===== src/rtl/levenshtein.sv =====
// levenshtein: edit-distance engine over a single-master memory bus.
//
// The host presents string pointers, lengths and a stack pointer while setb=0.
// Raising setb starts a run. The engine keeps a single DP row of (lenA+1) words
// in scratch memory just below the stack pointer. It raises idle when the
// distance is on a0, and holds idle until setb drops.
//
// Ports:
//   clk, rstb          clock; synchronous active-high reset
//   setb               run level (0 = load/hold, 1 = run)
//   idle               result valid / engine done
//   pc0, ra0, s00, a40 captured only
//   sp0                stack pointer; scratch row lives below it
//   a00/a10            string A address / length (bytes)
//   a20/a30            string B address / length (bytes)
//   a0                 distance result
//   addr/size/write    access descriptor, held until ready
//   wdata              lane-positioned write data
//   valid              one-cycle request strobe
//   rdata/ready        aligned read word / access-complete pulse
//
// State      | meaning
// -----------+-------------------------------------------------------------
// S_LOAD     | latch host inputs every cycle; wait for setb
// S_INIT     | compute scratch row base, clear column counter
// S_IW_REQ   | issue write row[i] = i
// S_IW_WAIT  | wait for init write; step i up to lenA
// S_B_REQ    | issue byte read B[j-1]
// S_B_WAIT   | capture B byte; diag = j-1 (old row[0])
// S_R0_REQ   | issue write row[0] = j
// S_R0_WAIT  | wait for row[0] write; start inner loop
// S_A_REQ    | issue byte read A[i-1]
// S_A_WAIT   | capture A byte
// S_RR_REQ   | issue word read row[i]
// S_RR_WAIT  | compute new cell from old row[i], left, diag
// S_RW_REQ   | issue write row[i] = new
// S_RW_WAIT  | wait for cell write; advance i / j or finish
// S_DONE     | idle=1 with result on a0; back to S_LOAD when setb=0
module levenshtein (
  input  logic        clk,
  input  logic        rstb,
  input  logic        setb,
  output logic        idle,
  input  logic [7:0]  pc0,
  input  logic [31:0] ra0,
  input  logic [31:0] sp0,
  input  logic [31:0] s00,
  input  logic [31:0] a00,
  input  logic [31:0] a10,
  input  logic [31:0] a20,
  input  logic [31:0] a30,
  input  logic [31:0] a40,
  output logic [31:0] a0,
  output logic [31:0] addr,
  output logic [2:0]  size,
  output logic        valid,
  output logic        write,
  output logic [31:0] wdata,
  input  logic [31:0] rdata,
  input  logic        ready
);

  typedef enum logic [3:0] {
    S_LOAD, S_INIT, S_IW_REQ, S_IW_WAIT, S_B_REQ, S_B_WAIT, S_R0_REQ, S_R0_WAIT,
    S_A_REQ, S_A_WAIT, S_RR_REQ, S_RR_WAIT, S_RW_REQ, S_RW_WAIT, S_DONE
  } state_t;

  localparam logic [2:0] SZ_BYTE = 3'd0;
  localparam logic [2:0] SZ_WORD = 3'd2;

  state_t state_q, state_n;

  logic [31:0] stra_q, stra_n, lena_q, lena_n, strb_q, strb_n, lenb_q, lenb_n;
  logic [31:0] sp_q, sp_n, ra_q, ra_n, s0_q, s0_n, a4_q, a4_n;
  logic [7:0]  pc_q, pc_n;
  logic [31:0] base_q, base_n, i_q, i_n, j_q, j_n;
  logic [31:0] diag_q, diag_n, left_q, left_n;
  logic [7:0]  achar_q, achar_n, bchar_q, bchar_n;
  logic [31:0] a0_q, a0_n, addr_q, addr_n, wdata_q, wdata_n;
  logic [2:0]  size_q, size_n;
  logic        valid_q, valid_n, write_q, write_n;

  logic [7:0]  rbyte;
  logic [31:0] cost, up1, left1, diag_c, cell_new, acc_addr;
  logic        unused_capture;

  // Sub-word writes land on their byte lane; word writes are aligned so the
  // shift is zero for every scratch access.
  function automatic logic [31:0] lane(input logic [31:0] v, input logic [31:0] a);
    return v << {a[1:0], 3'b000};
  endfunction

  // addr_q is held for the whole access, so it still selects the lane when
  // ready arrives.
  assign rbyte  = 8'(rdata >> {addr_q[1:0], 3'b000});
  assign cost   = (achar_q != bchar_q) ? 32'd1 : 32'd0;
  assign up1    = rdata + 32'd1;
  assign left1  = left_q + 32'd1;
  assign diag_c = diag_q + cost;

  always_comb begin
    cell_new = up1;
    if (left1 < cell_new) cell_new = left1;
    if (diag_c < cell_new) cell_new = diag_c;
  end

  assign unused_capture = ^{pc_q, ra_q, s0_q, a4_q};

  assign a0    = a0_q;
  assign addr  = addr_q;
  assign size  = size_q;
  assign valid = valid_q;
  assign write = write_q;
  assign wdata = wdata_q;

  always_ff @(posedge clk) begin
    if (rstb) state_q <= S_LOAD;
    else      state_q <= state_n;
  end

  always_comb begin
    state_n  = state_q;
    idle     = 1'b0;
    stra_n   = stra_q;
    lena_n   = lena_q;
    strb_n   = strb_q;
    lenb_n   = lenb_q;
    sp_n     = sp_q;
    ra_n     = ra_q;
    s0_n     = s0_q;
    a4_n     = a4_q;
    pc_n     = pc_q;
    base_n   = base_q;
    i_n      = i_q;
    j_n      = j_q;
    diag_n   = diag_q;
    left_n   = left_q;
    achar_n  = achar_q;
    bchar_n  = bchar_q;
    a0_n     = a0_q;
    addr_n   = addr_q;
    size_n   = size_q;
    write_n  = write_q;
    wdata_n  = wdata_q;
    valid_n  = 1'b0;
    acc_addr = 32'd0;

    case (state_q)
      S_LOAD: begin
        stra_n = a00;
        lena_n = a10;
        strb_n = a20;
        lenb_n = a30;
        sp_n   = sp0;
        ra_n   = ra0;
        s0_n   = s00;
        a4_n   = a40;
        pc_n   = pc0;
        if (setb) state_n = S_INIT;
      end
      S_INIT: begin
        base_n  = sp_q - ((lena_q + 32'd1) << 2);
        i_n     = 32'd0;
        state_n = S_IW_REQ;
      end
      S_IW_REQ: begin
        acc_addr = base_q + {i_q[29:0], 2'b00};
        addr_n   = acc_addr;
        size_n   = SZ_WORD;
        write_n  = 1'b1;
        wdata_n  = lane(i_q, acc_addr);
        valid_n  = 1'b1;
        state_n  = S_IW_WAIT;
      end
      S_IW_WAIT: begin
        if (ready) begin
          if (i_q == lena_q) begin
            j_n = 32'd1;
            if (lenb_q == 32'd0) begin
              a0_n    = lena_q;
              state_n = S_DONE;
            end else begin
              state_n = S_B_REQ;
            end
          end else begin
            i_n     = i_q + 32'd1;
            state_n = S_IW_REQ;
          end
        end
      end
      S_B_REQ: begin
        addr_n  = strb_q + j_q - 32'd1;
        size_n  = SZ_BYTE;
        write_n = 1'b0;
        wdata_n = 32'd0;
        valid_n = 1'b1;
        state_n = S_B_WAIT;
      end
      S_B_WAIT: begin
        if (ready) begin
          bchar_n = rbyte;
          // row[0] always holds j-1 at this point, so no read is needed.
          diag_n  = j_q - 32'd1;
          state_n = S_R0_REQ;
        end
      end
      S_R0_REQ: begin
        addr_n  = base_q;
        size_n  = SZ_WORD;
        write_n = 1'b1;
        wdata_n = lane(j_q, base_q);
        valid_n = 1'b1;
        state_n = S_R0_WAIT;
      end
      S_R0_WAIT: begin
        if (ready) begin
          left_n = j_q;
          i_n    = 32'd1;
          if (lena_q != 32'd0) begin
            state_n = S_A_REQ;
          end else if (j_q == lenb_q) begin
            a0_n    = lenb_q;
            state_n = S_DONE;
          end else begin
            j_n     = j_q + 32'd1;
            state_n = S_B_REQ;
          end
        end
      end
      S_A_REQ: begin
        addr_n  = stra_q + i_q - 32'd1;
        size_n  = SZ_BYTE;
        write_n = 1'b0;
        wdata_n = 32'd0;
        valid_n = 1'b1;
        state_n = S_A_WAIT;
      end
      S_A_WAIT: begin
        if (ready) begin
          achar_n = rbyte;
          state_n = S_RR_REQ;
        end
      end
      S_RR_REQ: begin
        addr_n  = base_q + {i_q[29:0], 2'b00};
        size_n  = SZ_WORD;
        write_n = 1'b0;
        wdata_n = 32'd0;
        valid_n = 1'b1;
        state_n = S_RR_WAIT;
      end
      S_RR_WAIT: begin
        if (ready) begin
          diag_n  = rdata;
          left_n  = cell_new;
          state_n = S_RW_REQ;
        end
      end
      S_RW_REQ: begin
        acc_addr = base_q + {i_q[29:0], 2'b00};
        addr_n   = acc_addr;
        size_n   = SZ_WORD;
        write_n  = 1'b1;
        wdata_n  = lane(left_q, acc_addr);
        valid_n  = 1'b1;
        state_n  = S_RW_WAIT;
      end
      S_RW_WAIT: begin
        if (ready) begin
          if (i_q != lena_q) begin
            i_n     = i_q + 32'd1;
            state_n = S_A_REQ;
          end else if (j_q == lenb_q) begin
            a0_n    = left_q;
            state_n = S_DONE;
          end else begin
            j_n     = j_q + 32'd1;
            state_n = S_B_REQ;
          end
        end
      end
      S_DONE: begin
        idle = 1'b1;
        if (!setb) state_n = S_LOAD;
      end
      default: state_n = S_LOAD;
    endcase
  end

  always_ff @(posedge clk) begin
    if (rstb) begin
      stra_q  <= '0;
      lena_q  <= '0;
      strb_q  <= '0;
      lenb_q  <= '0;
      sp_q    <= '0;
      ra_q    <= '0;
      s0_q    <= '0;
      a4_q    <= '0;
      pc_q    <= '0;
      base_q  <= '0;
      i_q     <= '0;
      j_q     <= '0;
      diag_q  <= '0;
      left_q  <= '0;
      achar_q <= '0;
      bchar_q <= '0;
      a0_q    <= '0;
      addr_q  <= '0;
      size_q  <= '0;
      write_q <= 1'b0;
      wdata_q <= '0;
      valid_q <= 1'b0;
    end else begin
      stra_q  <= stra_n;
      lena_q  <= lena_n;
      strb_q  <= strb_n;
      lenb_q  <= lenb_n;
      sp_q    <= sp_n;
      ra_q    <= ra_n;
      s0_q    <= s0_n;
      a4_q    <= a4_n;
      pc_q    <= pc_n;
      base_q  <= base_n;
      i_q     <= i_n;
      j_q     <= j_n;
      diag_q  <= diag_n;
      left_q  <= left_n;
      achar_q <= achar_n;
      bchar_q <= bchar_n;
      a0_q    <= a0_n;
      addr_q  <= addr_n;
      size_q  <= size_n;
      write_q <= write_n;
      wdata_q <= wdata_n;
      valid_q <= valid_n;
    end
  end

endmodule


===== config.mk =====
export PLATFORM = sky130hd
export DESIGN_NAME = levenshtein
export DESIGN_NICKNAME = d
export VERILOG_FILES = /design/src/rtl/levenshtein.sv
export SDC_FILE = /design/constraint.sdc
export NUM_CORES = 2
export LEC_CHECK = 0
export CAP_MARGIN = 30
export CORE_AREA = 2 2 286 288
export DETAILED_ROUTE_END_ITERATION = 10
export DIE_AREA = 0 0 288 290
export HOLD_SLACK_MARGIN = 0.02
export PLACE_DENSITY = 0.67
export SLEW_MARGIN = 10
export SYNTH_ARGS = -nofsm -noshare
export SYNTH_HDL_FRONTEND = slang
export SYNTH_SLANG_ARGS = --single-unit

===== constraint.sdc =====
create_clock -name clk -period 6.9 [get_ports clk]
set_input_delay 2.07 -clock clk [delete_from_list [all_inputs] [get_ports clk]]
set_output_delay 2.07 -clock clk [all_outputs]
set_load 0.01 [all_outputs]

==> out/results.txt <==
The flow ran to the end, but the final reports show violations. The checks that failed: negative setup slack. Once detailed placement completed, the half-perimeter wirelength came to 99200 µm. The proportion of synthesized chip area in sequential cells was 0.275. The pin slew with the least headroom to its limit is 956 ps, and the fraction of layout instances using a drive strength above 1 is 0.101. The startpoint type of the worst setup path was an input port. The run gives 4310 as the instance count of the mapped netlist. The die is 288 µm wide.

The logs give 104 for the number of standard-cell rows in the floorplan and 31900 µm² for the post-synthesis cell area. From synthesis to final layout, the design area changed by 23.9%. At the worst endpoint, the required time is 7390 ps. Subtracting the final worst setup slack from the clock period gives 7170 ps. Critical setup path kind: input port to register. The arrival time at the worst endpoint came out at 7670 ps.

The H-tree was split into 2 levels. The startpoint of the worst register-to-register path is left_q[5]$_SDFFE_PP0P_. Critical path's most frequent cell: sky130_fd_sc_hd__buf_6. Across all register-to-register paths, the minimum setup slack is 410 ps. Among all flip-flop cells after synthesis, the most frequent one is sky130_fd_sc_hd__dfxtp_1. After layout, the design draws a total of 14.9 mW. The synthesized design contains 0 enable-type register cells. After clock tree synthesis, the clock-pin slew on the worst setup and hold paths is 70 ps.

The mean cell area of the mapped netlist is 7.41 µm². For the highest achievable clock rate, the log shows 0.139 GHz. The tools report the relative slew slack as 0.362.

Sorting the synthesized cells by area gives the leading types as sky130_fd_sc_hd__dfxtp_1, sky130_fd_sc_hd__ha_1, sky130_fd_sc_hd__nand2_1, sky130_fd_sc_hd__a21oi_1, sky130_fd_sc_hd__xnor2_1. The run gives 0.250 as the portion of total power attributed to sequential cells. Most instantiated library cell after synthesis: sky130_fd_sc_hd__nand2_1. For the number of slew-limit violations in the final report, the log shows 0. The cell leakage power came out at 16.2 nW. The worst register-to-register path ends at left_q[31]$_SDFFE_PP0P_. The mean number of vias per cell works out to 5.79. The tools report the routability-driven placement congestion ratio as 0.995. The switching share of power was 0.450. The number of nets in the layout is 5190. The number of I/O port buffers works out to 295. Setup violations remaining at the end of the flow were counted as 32. For this run, the number of Yosys warnings is 0.

The number of hold-slack violations in the final timing report was 0; the global-route wire length before repair was 191000 µm. For this run, design rule violations remaining after detail routing come to 0. The clock passes through at most 3 buffers.

The die covers 83500 µm². The synthesized design contains 439 register bits. The worst hold path belongs to the class register to register.

The largest single stage delay on the critical path is 470 ps. TritonCTS built the clock tree. Clock latency on the worst-skew pair, taken at its later pin, is 640 ps. The global-route usage over all layers was 0.299; the height of the die was 290 µm. After the first detailed-routing iteration, the DRC count stood at 3704.

The tools report the smallest setup slack after layout as -272 ps. The tools report the max-capacitance violation count as 0. Setup repair after global routing could not meet its margin everywhere. Entering global routing, the biggest net connects 157 pins. The post-layout instance count excluding filler cells is 5741, and the boundary pin count is 402. After clock tree synthesis, the flow added hold-fix buffers numbering 0. The share of the synthesized area in the top cell type is 0.275, and the residual antenna-violating net count after detailed routing is 0.

The run gives 30826 as the via count of the first global-routing pass. For the placeable core area, the log shows 80200 µm². The routed design has 130000 µm of wire. The synthesized design spends more area on one cell type than any other, namely sky130_fd_sc_hd__dfxtp_1.

The worst hold path terminates at stra_q[20]$_SDFFE_PP0P_. The critical-path cell with the highest stage delay was sky130_fd_sc_hd__clkdlybuf4s50_1. The combinational share of power is 0.543, and the number of cells after detailed placement is 5610. Dividing the detail-routed wire length by the instance count gives 22.6 µm.

The routed layout has 33235 vias. For the power share of the clock group, the log shows 0.207. The initial antenna violation count came out at 2. The internal power contribution was 8.20 mW. The tools report the cell at the root of the clock tree as sky130_fd_sc_hd__clkbuf_16. The proportion of synthesized flip-flops having asynchronous set or reset is 0. In the synthesized netlist, the cells that appear most often are sky130_fd_sc_hd__nand2_1, sky130_fd_sc_hd__dfxtp_1, sky130_fd_sc_hd__a21oi_1, sky130_fd_sc_hd__nor2_1, sky130_fd_sc_hd__inv_1.

The run gives 0 as the aggregate global routing overflow. The cell count of the worst hold path is 2, and the number of buffers created by CTS is 52. Effective utilization at floorplan: 0.399. Nature of the critical path endpoint: a register.

The worst hold path begins at stra_q[20]$_SDFFE_PP0P_. For this design the total switching power over the nets is 6.71 mW. The largest fanout on the critical path is 4, and the first-pass detailed-route iteration total is 11.

Counting distinct cell types in the post-synthesis netlist gives 90. Dividing total power by cell area gives a power density of 377 nW/µm². The number of cells on the worst reg-to-reg path is 32. Final clock period utilization by the worst path: 1.04.

The clock arrives with 43.0 ps of skew. The worst-case IR drop observed on VDD is 0.000233 V. The clock net in this run drives a total of 439 sinks.
==> power by group through the flow <==
stage / logic, mW / registers, mW / clock network [mW]
CTS: 7.96 / 3.71 / 3.11
detailed placement: 7.42 / 3.76 / 0
floorplan: 5.49 / 3.37 / 0
global route: 8.86 / 3.77 / 3.20
global placement: 7.34 / 3.75 / 0
finish: 8.09 / 3.73 / 3.08
==> repair_timing <==
item                                    CTS  global route
resized for setup                       136            21
buffers inserted                         20             6
pin swaps                                45            20
cloned                                    6             0
endpoints found under the setup margin   32            32
==> state kept, by name, indices dropped and copies added (netlist names), 4 cells and up <==
signal and count:
achar_q 8, base_q 32, i_q 32, stra_q 32
bchar_q 8, a0 32, wdata 32, state_q 4
diag_q 32, sp_q 32, lenb_q 32, left_q 32
strb_q 32, lena_q 32, addr 32, j_q 32
==> placed cells by master (no fill, tap or decap), drive strengths merged, types with 62 or more instances in the layout <==
cell / count
buf: 248
nor2: 371
a211oi: 62
xnor2: 214
clkdlybuf4s50: 273
ha: 250
a21oi: 439
inv: 313
o21ai: 136
nand2: 663
nor3: 88
a21o: 94
clkbuf: 78
a22oi: 68
nand3: 111
xor2: 135
nand4: 71
dfxtp: 439
==> critical path, delay by kind of cell <==
| kind | cells | cell delay (ps) |
|---|---|---|
| buffers and inverters | 8 | 1420 |
| and+or+nand+nor | 8 | 1360 |
| AOI/OAI and AO/OA | 10 | 2010 |
| xor gates and xnor gates | 1 | 180 |
| adders and majority gates | 2 | 610 |
==> metrics by stage <==
stage / instance area (µm²) / util / setup TNS (ps) / setup slack [ps] / hold slack, ps
floorplan: 32000 / - / -3200 / -143 / 432
detailed placement: 36900 / 0.461 / -39180 / -1310 / 447
CTS: 39400 / 0.492 / -708 / -66.3 / 455
global placement: 36900 / 0.460 / -37220 / -1260 / 441
finish: 39600 / 0.494 / -6530 / -272 / 452
global route: 39600 / 0.494 / -14650 / -522 / 469
==> how the worst max path moves through the flow <==
| stage | cells past startpoint | to | start |
|---|---|---|---|
| finish | 29 | left_q[31]$_SDFFE_PP0P_ | rdata[20] |
| global placement | 29 | left_q[9]$_SDFFE_PP0P_ | rdata[11] |
| CTS | 29 | left_q[20]$_SDFFE_PP0P_ | rdata[2] |
| floorplan | 26 | left_q[30]$_SDFFE_PP0P_ | rdata[5] |
| detailed placement | 29 | left_q[5]$_SDFFE_PP0P_ | rdata[5] |
| global route | 28 | left_q[31]$_SDFFE_PP0P_ | rdata[20] |
==> cell families (layout without fill, tap and decap cells) <==
kind of cell    Yosys count  after routing  synth area share
other cells               1              3          0.000117
buf+inv                 576            945            0.0700
simple gates           1557           1557             0.222
flops                   439            439             0.275
xor+xnor                349            349            0.0957
mux                      47             47            0.0180
compound gates         1085           1085             0.218
fa+ha+maj               256            256             0.101
==> final cells by class <==
| cell class | count | area, µm² |
|---|---|---|
| clock buffers | 78 | 1630 |
| multi-input cells | 3296 | 21400 |
| well taps | 1060 | 1330 |
| inverters | 315 | 1180 |
| repair buffers | 532 | 5000 |
| clock inverters | 20 | 287 |
| fillers | 7989 | 40600 |
| diodes | 1 | 2.50 |
| flip-flops and latches | 439 | 8790 |
==> per-layer routing <==
layer  share of wire  vias up  global-route usage  routed length (µm)
met2            0.43     1624               0.448               55600
met1            0.42    15619               0.407               54200
met5         0.00071        -             0.00698                  92
met3            0.11      310              0.0727               13900
li1                -    15678                   -                   -
met4           0.045        4               0.120                5800
Power figures use the tool's default switching activity.
